--- config.mk ---
export PLATFORM = sky130hd
export DESIGN_NAME = mem_arbiter
export DESIGN_NICKNAME = d
export VERILOG_FILES = /design/src/rtl/mem_arbiter.sv
export SDC_FILE = /design/constraint.sdc
export NUM_CORES = 1
export LEC_CHECK = 0
export BUFFER_PORTS_ARGS = -buffer_cell sky130_fd_sc_hd__buf_2
export CORE_MARGIN = 4
export CORE_UTILIZATION = 46
export DETAILED_ROUTE_END_ITERATION = 12
export PLACE_DENSITY = 0.77
export RECOVER_POWER = 100
export SLEW_MARGIN = 25
export SYNTH_ARGS = -nofsm -noshare
export SYNTH_HDL_FRONTEND = slang
export SYNTH_SLANG_ARGS = --single-unit
--- constraint.sdc ---
create_clock -name clk_in -period 6.3 [get_ports clk_in]
set_clock_uncertainty 0.1 [all_clocks]
set_input_delay 1.575 -clock clk_in [delete_from_list [all_inputs] [get_ports clk_in]]
set_output_delay 1.575 -clock clk_in [all_outputs]
set_load 0.05 [all_outputs]
--- src/rtl/mem_arbiter.sv ---
// Arbitrates the single memory-controller port between instruction fetch and
// data access, with data priority and a bounded fetch-starvation streak.
module mem_arbiter #(
    parameter int STARVE_LIMIT = 4
) (
    input  logic        clk_in,
    input  logic        rst_in,
    input  logic        rdy_in,
    input  logic        flush_in,
    input  logic        if_req_in,
    input  logic [31:0] if_addr_in,
    output logic        if_done_out,
    output logic [31:0] if_data_out,
    input  logic        mem_req_in,
    input  logic        mem_rw_in,
    input  logic [31:0] mem_addr_in,
    input  logic [31:0] mem_wdata_in,
    input  logic [2:0]  mem_len_in,
    output logic        mem_done_out,
    output logic [31:0] mem_rdata_out,
    output logic        mc_req_out,
    output logic        mc_rw_out,
    output logic [31:0] mc_addr_out,
    output logic [31:0] mc_wdata_out,
    output logic [2:0]  mc_len_out,
    input  logic        mc_done_in,
    input  logic [31:0] mc_rdata_in
);

    localparam int SW = $clog2(STARVE_LIMIT + 1);
    localparam logic [SW-1:0] LIMIT = SW'(STARVE_LIMIT);

    typedef enum logic [1:0] {
        IDLE,
        GRANT_IF,
        GRANT_MEM,
        RESP
    } state_t;

    state_t        state_q, state_d;
    logic [SW-1:0] streak_q, streak_d;
    logic          drop_q, drop_d;

    logic        mc_req_q, mc_req_d;
    logic        mc_rw_q, mc_rw_d;
    logic [31:0] mc_addr_q, mc_addr_d;
    logic [31:0] mc_wdata_q, mc_wdata_d;
    logic [2:0]  mc_len_q, mc_len_d;
    logic        if_done_q, if_done_d;
    logic [31:0] if_data_q, if_data_d;
    logic        mem_done_q, mem_done_d;
    logic [31:0] mem_rdata_q, mem_rdata_d;

    logic        if_live;
    logic        pick_if;
    logic        pick_mem;
    logic        len_ok;
    logic [31:0] rdata_masked;

    // A flush in the arbitration cycle hides the fetch request entirely.
    assign if_live  = if_req_in & ~flush_in;
    assign pick_if  = if_live & (~mem_req_in | (streak_q == LIMIT));
    assign pick_mem = mem_req_in & ~pick_if;
    assign len_ok   = (mem_len_in == 3'd1) | (mem_len_in == 3'd2) |
                      (mem_len_in == 3'd4);

    always_comb begin
        unique case (mc_len_q)
            3'd1:    rdata_masked = {24'b0, mc_rdata_in[7:0]};
            3'd2:    rdata_masked = {16'b0, mc_rdata_in[15:0]};
            default: rdata_masked = mc_rdata_in;
        endcase
    end

    always_comb begin
        state_d     = state_q;
        streak_d    = streak_q;
        drop_d      = drop_q;
        mc_req_d    = mc_req_q;
        mc_rw_d     = mc_rw_q;
        mc_addr_d   = mc_addr_q;
        mc_wdata_d  = mc_wdata_q;
        mc_len_d    = mc_len_q;
        if_done_d   = 1'b0;
        if_data_d   = 32'b0;
        mem_done_d  = 1'b0;
        mem_rdata_d = 32'b0;

        unique case (state_q)
            IDLE: begin
                unique case (1'b1)
                    pick_if: begin
                        mc_req_d   = 1'b1;
                        mc_rw_d    = 1'b0;
                        mc_addr_d  = if_addr_in;
                        mc_wdata_d = 32'b0;
                        mc_len_d   = 3'd4;
                        streak_d   = '0;
                        state_d    = GRANT_IF;
                    end
                    pick_mem: begin
                        if (if_live && streak_q != LIMIT) begin
                            streak_d = streak_q + SW'(1);
                        end
                        if (len_ok) begin
                            mc_req_d   = 1'b1;
                            mc_rw_d    = mem_rw_in;
                            mc_addr_d  = mem_addr_in;
                            mc_wdata_d = mem_wdata_in;
                            mc_len_d   = mem_len_in;
                            state_d    = GRANT_MEM;
                        end else begin
                            // Bad length: answer locally, controller untouched.
                            mem_done_d = 1'b1;
                            state_d    = RESP;
                        end
                    end
                    default: ;
                endcase
            end
            GRANT_IF: begin
                if (flush_in) begin
                    drop_d = 1'b1;
                end
                if (mc_done_in) begin
                    mc_req_d = 1'b0;
                    drop_d   = 1'b0;
                    state_d  = RESP;
                    if (!(drop_q || flush_in)) begin
                        if_done_d = 1'b1;
                        if_data_d = mc_rdata_in;
                    end
                end
            end
            GRANT_MEM: begin
                if (mc_done_in) begin
                    mc_req_d    = 1'b0;
                    mem_done_d  = 1'b1;
                    mem_rdata_d = mc_rw_q ? 32'b0 : rdata_masked;
                    state_d     = RESP;
                end
            end
            RESP: begin
                state_d = IDLE;
            end
            default: begin
                state_d = IDLE;
            end
        endcase
    end

    always_ff @(posedge clk_in or posedge rst_in) begin
        if (rst_in) begin
            state_q     <= IDLE;
            streak_q    <= '0;
            drop_q      <= 1'b0;
            mc_req_q    <= 1'b0;
            mc_rw_q     <= 1'b0;
            mc_addr_q   <= 32'b0;
            mc_wdata_q  <= 32'b0;
            mc_len_q    <= 3'b0;
            if_done_q   <= 1'b0;
            if_data_q   <= 32'b0;
            mem_done_q  <= 1'b0;
            mem_rdata_q <= 32'b0;
        end else if (rdy_in) begin
            state_q     <= state_d;
            streak_q    <= streak_d;
            drop_q      <= drop_d;
            mc_req_q    <= mc_req_d;
            mc_rw_q     <= mc_rw_d;
            mc_addr_q   <= mc_addr_d;
            mc_wdata_q  <= mc_wdata_d;
            mc_len_q    <= mc_len_d;
            if_done_q   <= if_done_d;
            if_data_q   <= if_data_d;
            mem_done_q  <= mem_done_d;
            mem_rdata_q <= mem_rdata_d;
        end
    end

    assign mc_req_out    = mc_req_q;
    assign mc_rw_out     = mc_rw_q;
    assign mc_addr_out   = mc_addr_q;
    assign mc_wdata_out  = mc_wdata_q;
    assign mc_len_out    = mc_len_q;
    assign if_done_out   = if_done_q;
    assign if_data_out   = if_data_q;
    assign mem_done_out  = mem_done_q;
    assign mem_rdata_out = mem_rdata_q;

endmodule

* After elaboration in Yosys (flattened, before gate mapping)
Index checks and enable logic that the tools add are counted.
Cells by class: $add $sub $neg 1, multiply operators 0, divide/modulo/power cells 0, $lt $le $gt $ge 0, equal/unequal tests 15, shifts and indexed selects 0, multiplexer cells 34, bitwise logic cells 9, reductions and logical operators 12
Operators with widths (number):
- $mux W32 | 8
- $pmux W32 S2 | 3
- $mux W1 | 12
- $pmux W3 S2 | 2
- $ne A3 B3 Y1 const B | 3
- $pmux W1 S2 | 4
- $reduce_and A4 Y1 | 2
- $eq A3 B1 Y1 const B | 2
- $eq A3 B2 Y1 const B | 2
- $eq A3 B3 Y1 const B | 2
- $mux W3 | 2
- $ne A2 B1 Y1 const B | 3
- $pmux W2 S3 | 1
- $reduce_and A3 Y1 | 2
- $reduce_bool A2 Y1 | 3
- $reduce_and A5 Y1 | 1
- $eq A2 B2 Y1 const B | 2
- $pmux W2 S2 | 1
- $add A3 B1 Y3 const B | 1
- $and A1 B1 Y1 | 3
- $not A1 Y1 | 3
- $or A1 B1 Y1 | 3
- $eq A2 B1 Y1 const B | 1
- $logic_not A2 Y1 | 1
- 4 further kinds | 4
Word-level totals: bits in registers 141, latch bits 0, bits in writable memories 0, ROM bits 0, input port bits 139, output and inout port bits 135, memories 0

* Depth between registers and ports, before layout
depth in word-level cells 7, gate-level depth with buffers 7

* Worst setup path before layout
Ideal clock, no wire load.
path type input to register, start point input flush_in, end point register mc_addr_q[0] (netlist: mc_addr_out[0]), arrival 2.656 ns, data required time 6.077 ns, setup slack 3.421 ns, stages on the path 5, buffers on the path 1, path through nand2b_1 a21o_1 clkbuf_1 or3_1 o221a_2
On the way: word-level cells in the longest chain between the ends 7, elaborated cells on any way between the ends 9, those cells by class 1 x eq/ne; 1 x mux; 5 x bitwise; 2 x reduce/logical
Ends and longest elaborated chain:
- start: declaration | RTL line 9 | input logic flush_in,
- $not A1 Y1 * | RTL line 61 | assign if_live = if_req_in & ~flush_in;
- $and A1 B1 Y1 * | RTL line 61
- $and A1 B1 Y1 * | RTL line 62 | assign pick_if = if_live & (~mem_req_in | (streak_q == LIMIT));
- $not A1 Y1 | RTL line 63 | assign pick_mem = mem_req_in & ~pick_if;
- $and A1 B1 Y1 | RTL line 63
- $ne A2 B1 Y1 (no line) or $reduce_bool A2 Y1 (tied branches)
- $reduce_and A4 Y1 (no line)
- end signal: assignment | RTL line 172 | mc_addr_q <= mc_addr_d;
- end: declaration | RTL line 46 | logic [31:0] mc_addr_q, mc_addr_d;
Mark *: on every way between the ends. The rest lies on a longest branch, timed or not. A chain may end at the register's enable or synchronous reset.

==> flow_summary.json <==
{
  "outcome": "finished with violations",
  "violations": "capacitance limit, slew limit",
  "grt_pass1_vias": 4848,
  "synth.top_cell.area_share_pct": 63.5,
  "cts_tree": "yes",
  "cap_violations": 1,
  "fin_crit_sh_pct": 72.6,
  "cp-end-kind": "register",
  "fin_util_pct": 63.0,
  "crit_buf_inv": 2,
  "post-place-cells": 789,
  "avgSynthCellArea_um2": 13.9,
  "synthArstFlopShare_pct": 100,
  "r2r_cells": 7,
  "power.total_mw": 3.88,
  "r2r-end": "mc_wdata_out[4]",
  "postCtsSetupBuffers": 0,
  "initialDrtViolationCount": 489,
  "die_area_um2": 13900,
  "place_area_um2": 7000,
  "diodes": 0,
  "wl_per_cell_um": 19.1,
  "dp_hpwl_mm": 11.2,
  "place.gp.congestion": 0.810,
  "swShare_pct": 45.5,
  "crit_slowest_cell": "nor3_1",
  "power_frac_seq_pct": 35.1,
  "ys_warn_count": 0,
  "critPathLaunch": "rdy_in",
  "port_buffers": 273,
  "drive_gt1_share_pct": 30.1,
  "finalNonFillerCells": 818,
  "synth_fa_ha_area_share_pct": 1.13,
  "yosysSeqAreaShare_pct": 63.5,
  "setup_slack_ns": 1.73,
  "power.density_nw_per_um2": 530,
  "layout_min_cycle_time_ns": 4.57,
  "synth_top_area_cell": "dfrtp_1",
  "p_leak_nw": 3.42,
  "stdcell_area_um2": 7320,
  "nets": 809,
  "fp.dieH_um": 118,
  "drt_pass1_iterations": 4,
  "root_buffer": "clkbuf_16",
  "slew_viol_final": 36,
  "p_comb_share_pct": 41.8,
  "cp.depth": 5,
  "track_usage_pct": 22.6,
  "syn_inst": 399,
  "drt_wl_total_mm": 15.6,
  "ant_nets": 0,
  "dr_total_vias": 4637,
  "synth_area_um2": 5550,
  "synth_most_common_cell": "dfrtp_1",
  "max_slew_margin_pct": -34.3,
  "required_ns": 6.54,
  "cts_buffers": 17,
  "criticalPathCategory": "in2reg",
  "reg2reg_slack_ns": 2.70,
  "hold-worst-slack_ns": 0.398,
  "cts-hold-fix-buffers": 0,
  "core_area_um2": 11600,
  "synth_edf_count": 0,
  "setup_tns_ns": 0,
  "clk_pin_slew_ns": 0.05,
  "grt-ovfl-total": 0,
  "routed_via_density": 5.67,
  "crit_arrival_ns": 4.82,
  "slowest_delay_ns": 1.21,
  "grt_pass1_wl_mm": 25.0,
  "crit_path_end": "mem_rdata_out[9]",
  "regToRegStartpoint": "streak_q[0]",
  "dp_slack_ns": 2.49,
  "synthFlopType": "dfrtp_1",
  "path_cells": "clkbuf_1 > clkinv_2 > nor3_1 > a21boi_0 > a22o_1",
  "htree_num_levels": 4,
  "critPathLaunchType": "input port",
  "worst_slew_pin_slew_ns": 2.01,
  "num_rows": 39,
  "critPathTopFamily": "simple AND/OR/NAND/NOR gates",
  "syn_to_final_growth_pct": 31.8,
  "grt_max_degree": 90,
  "pin_count": 274,
  "power.switching_mw": 1.76,
  "synthTopCellsByArea": "dfrtp_1 (64%), a22o_1 (16%), o221a_2 (6.5%)",
  "synthTopCellsByCount": "dfrtp_1 (141), a22o_1 (99), o221a_2 (32), or3_1 (32), clkbuf_1 (19)",
  "ys_ff_latch": 141,
  "insertion_delay_ns": 0.41,
  "synth_xor_area_share_pct": 0.473,
  "antenna_found_initial": 0,
  "final-setup-viol-count": 0,
  "synth-compound-area-share_pct": 25.4,
  "initial_core_util_pct": 47.8,
  "synth_top_family_by_area": "compound AO/OA/AOI/OAI gates",
  "finalHoldViolCount": 0,
  "cts_resized": 0,
  "synthSimpleGateAreaFrac_pct": 5.99,
  "drc_errors": 0,
  "p_int_mw": 2.12,
  "synthMuxAreaShare_pct": 0.360,
  "hp-class": "reg2reg",
  "fillCellCount": 989,
  "synth_nets": 543,
  "worst-path-max-fanout": 69,
  "die_x_um": 118,
  "clock-sinks": 141,
  "max_clock_freq_ghz": 0.219,
  "clk_path_buf_depth": 2,
  "yosysUniqueCellTypes": 40,
  "pwr-share-clk_pct": 23.1,
  "ir_drop_mv": 0.475,
  "rsz0062_at_grt": "false"
}
[flip-flops by register name, summed over array words and instances, names as in the netlist]
name	count
mc_wdata_out	32
mc_addr_out	32
if_done_out	1
if_data_out	32
mem_rdata_out	32
drop_q	1
mc_len_out	3
mc_rw_out	1
mem_done_out	1
streak_q	3
mc_req_out	1
state_q	2
[layout by cell type, fill, tap and decap left out, drive strengths merged, types with 2 or more instances in the layout]
cell      count
nor3          2
xnor2         2
dfrtp       141
clkbuf      161
or3          32
buf         136
ha            5
a31oi         3
inv           6
o221a        32
nand2        10
mux2i         2
nand2b        2
nor2          4
a21o          2
o2111ai       2
clkinvlp      2
o21ai         8
clkinv        6
a22o         99
a21oi         4
[cell type report]
cell class / instances / area, um^2 / share of cell area [%]
sequential: 141 / 3530 / 48.2
timing repair buffer: 276 / 1210 / 16.5
clock inverter: 8 / 70.1 / 0.957
tap: 143 / 179 / 2.44
inverter: 7 / 32.5 / 0.444
clock buffer: 21 / 460 / 6.29
multi-input combinational: 222 / 1840 / 25.1
[tightest hold or removal path, stage by stage (launching register included)]
cell,delay [ns]
dfrtp_1,0.34
a21oi_1,0.07
o21ai_0,0.06
[routing by layer]
layer	wire length, um	track usage (%)	up-vias
met5	0	0	-
met1	6160	26.9	2291
met2	7900	39.0	232
li1	-	-	2095
met4	291	8.13	0
met3	1280	6.78	19
[cell families (layout without fill, tap and decap cells)]
kind of cell               after synthesis  after routing
AOI/OAI and AO/OA                      156            156
DFF                                    141            141
and+or+nand+nor                         56             56
buffers and inverters                   36            312
adders and majority gates                5              5
xor gates and xnor gates                 3              3
muxes                                    2              2
[worst min-delay path by stage]
stage	from	endpoint	slack [ns]	cells after the start
final	mem_done_out	mem_done_out	0.40	2
after global routing	if_done_out	if_done_out	0.41	1
after CTS	if_done_out	if_done_out	0.40	1
after detailed placement	mc_wdata_out[31]	mc_wdata_out[31]	0.39	1
after global placement	if_done_out	if_done_out	0.36	1
after floorplan	streak_q[2]	streak_q[2]	0.37	1
[power groups by stage]
stage          Combinational (mW)  Sequential (mW)  Clock, mW
6_report                     1.62             1.36      0.897
5_1_grt                      1.70             1.39      0.958
4_1_cts                      1.71             1.35      0.918
3_5_place_dp                 1.72             1.35          0
3_3_place_gp                 1.68             1.36          0
2_1_floorplan               0.413             2.22          0
Note: power is estimated with default switching activity, not from simulation.
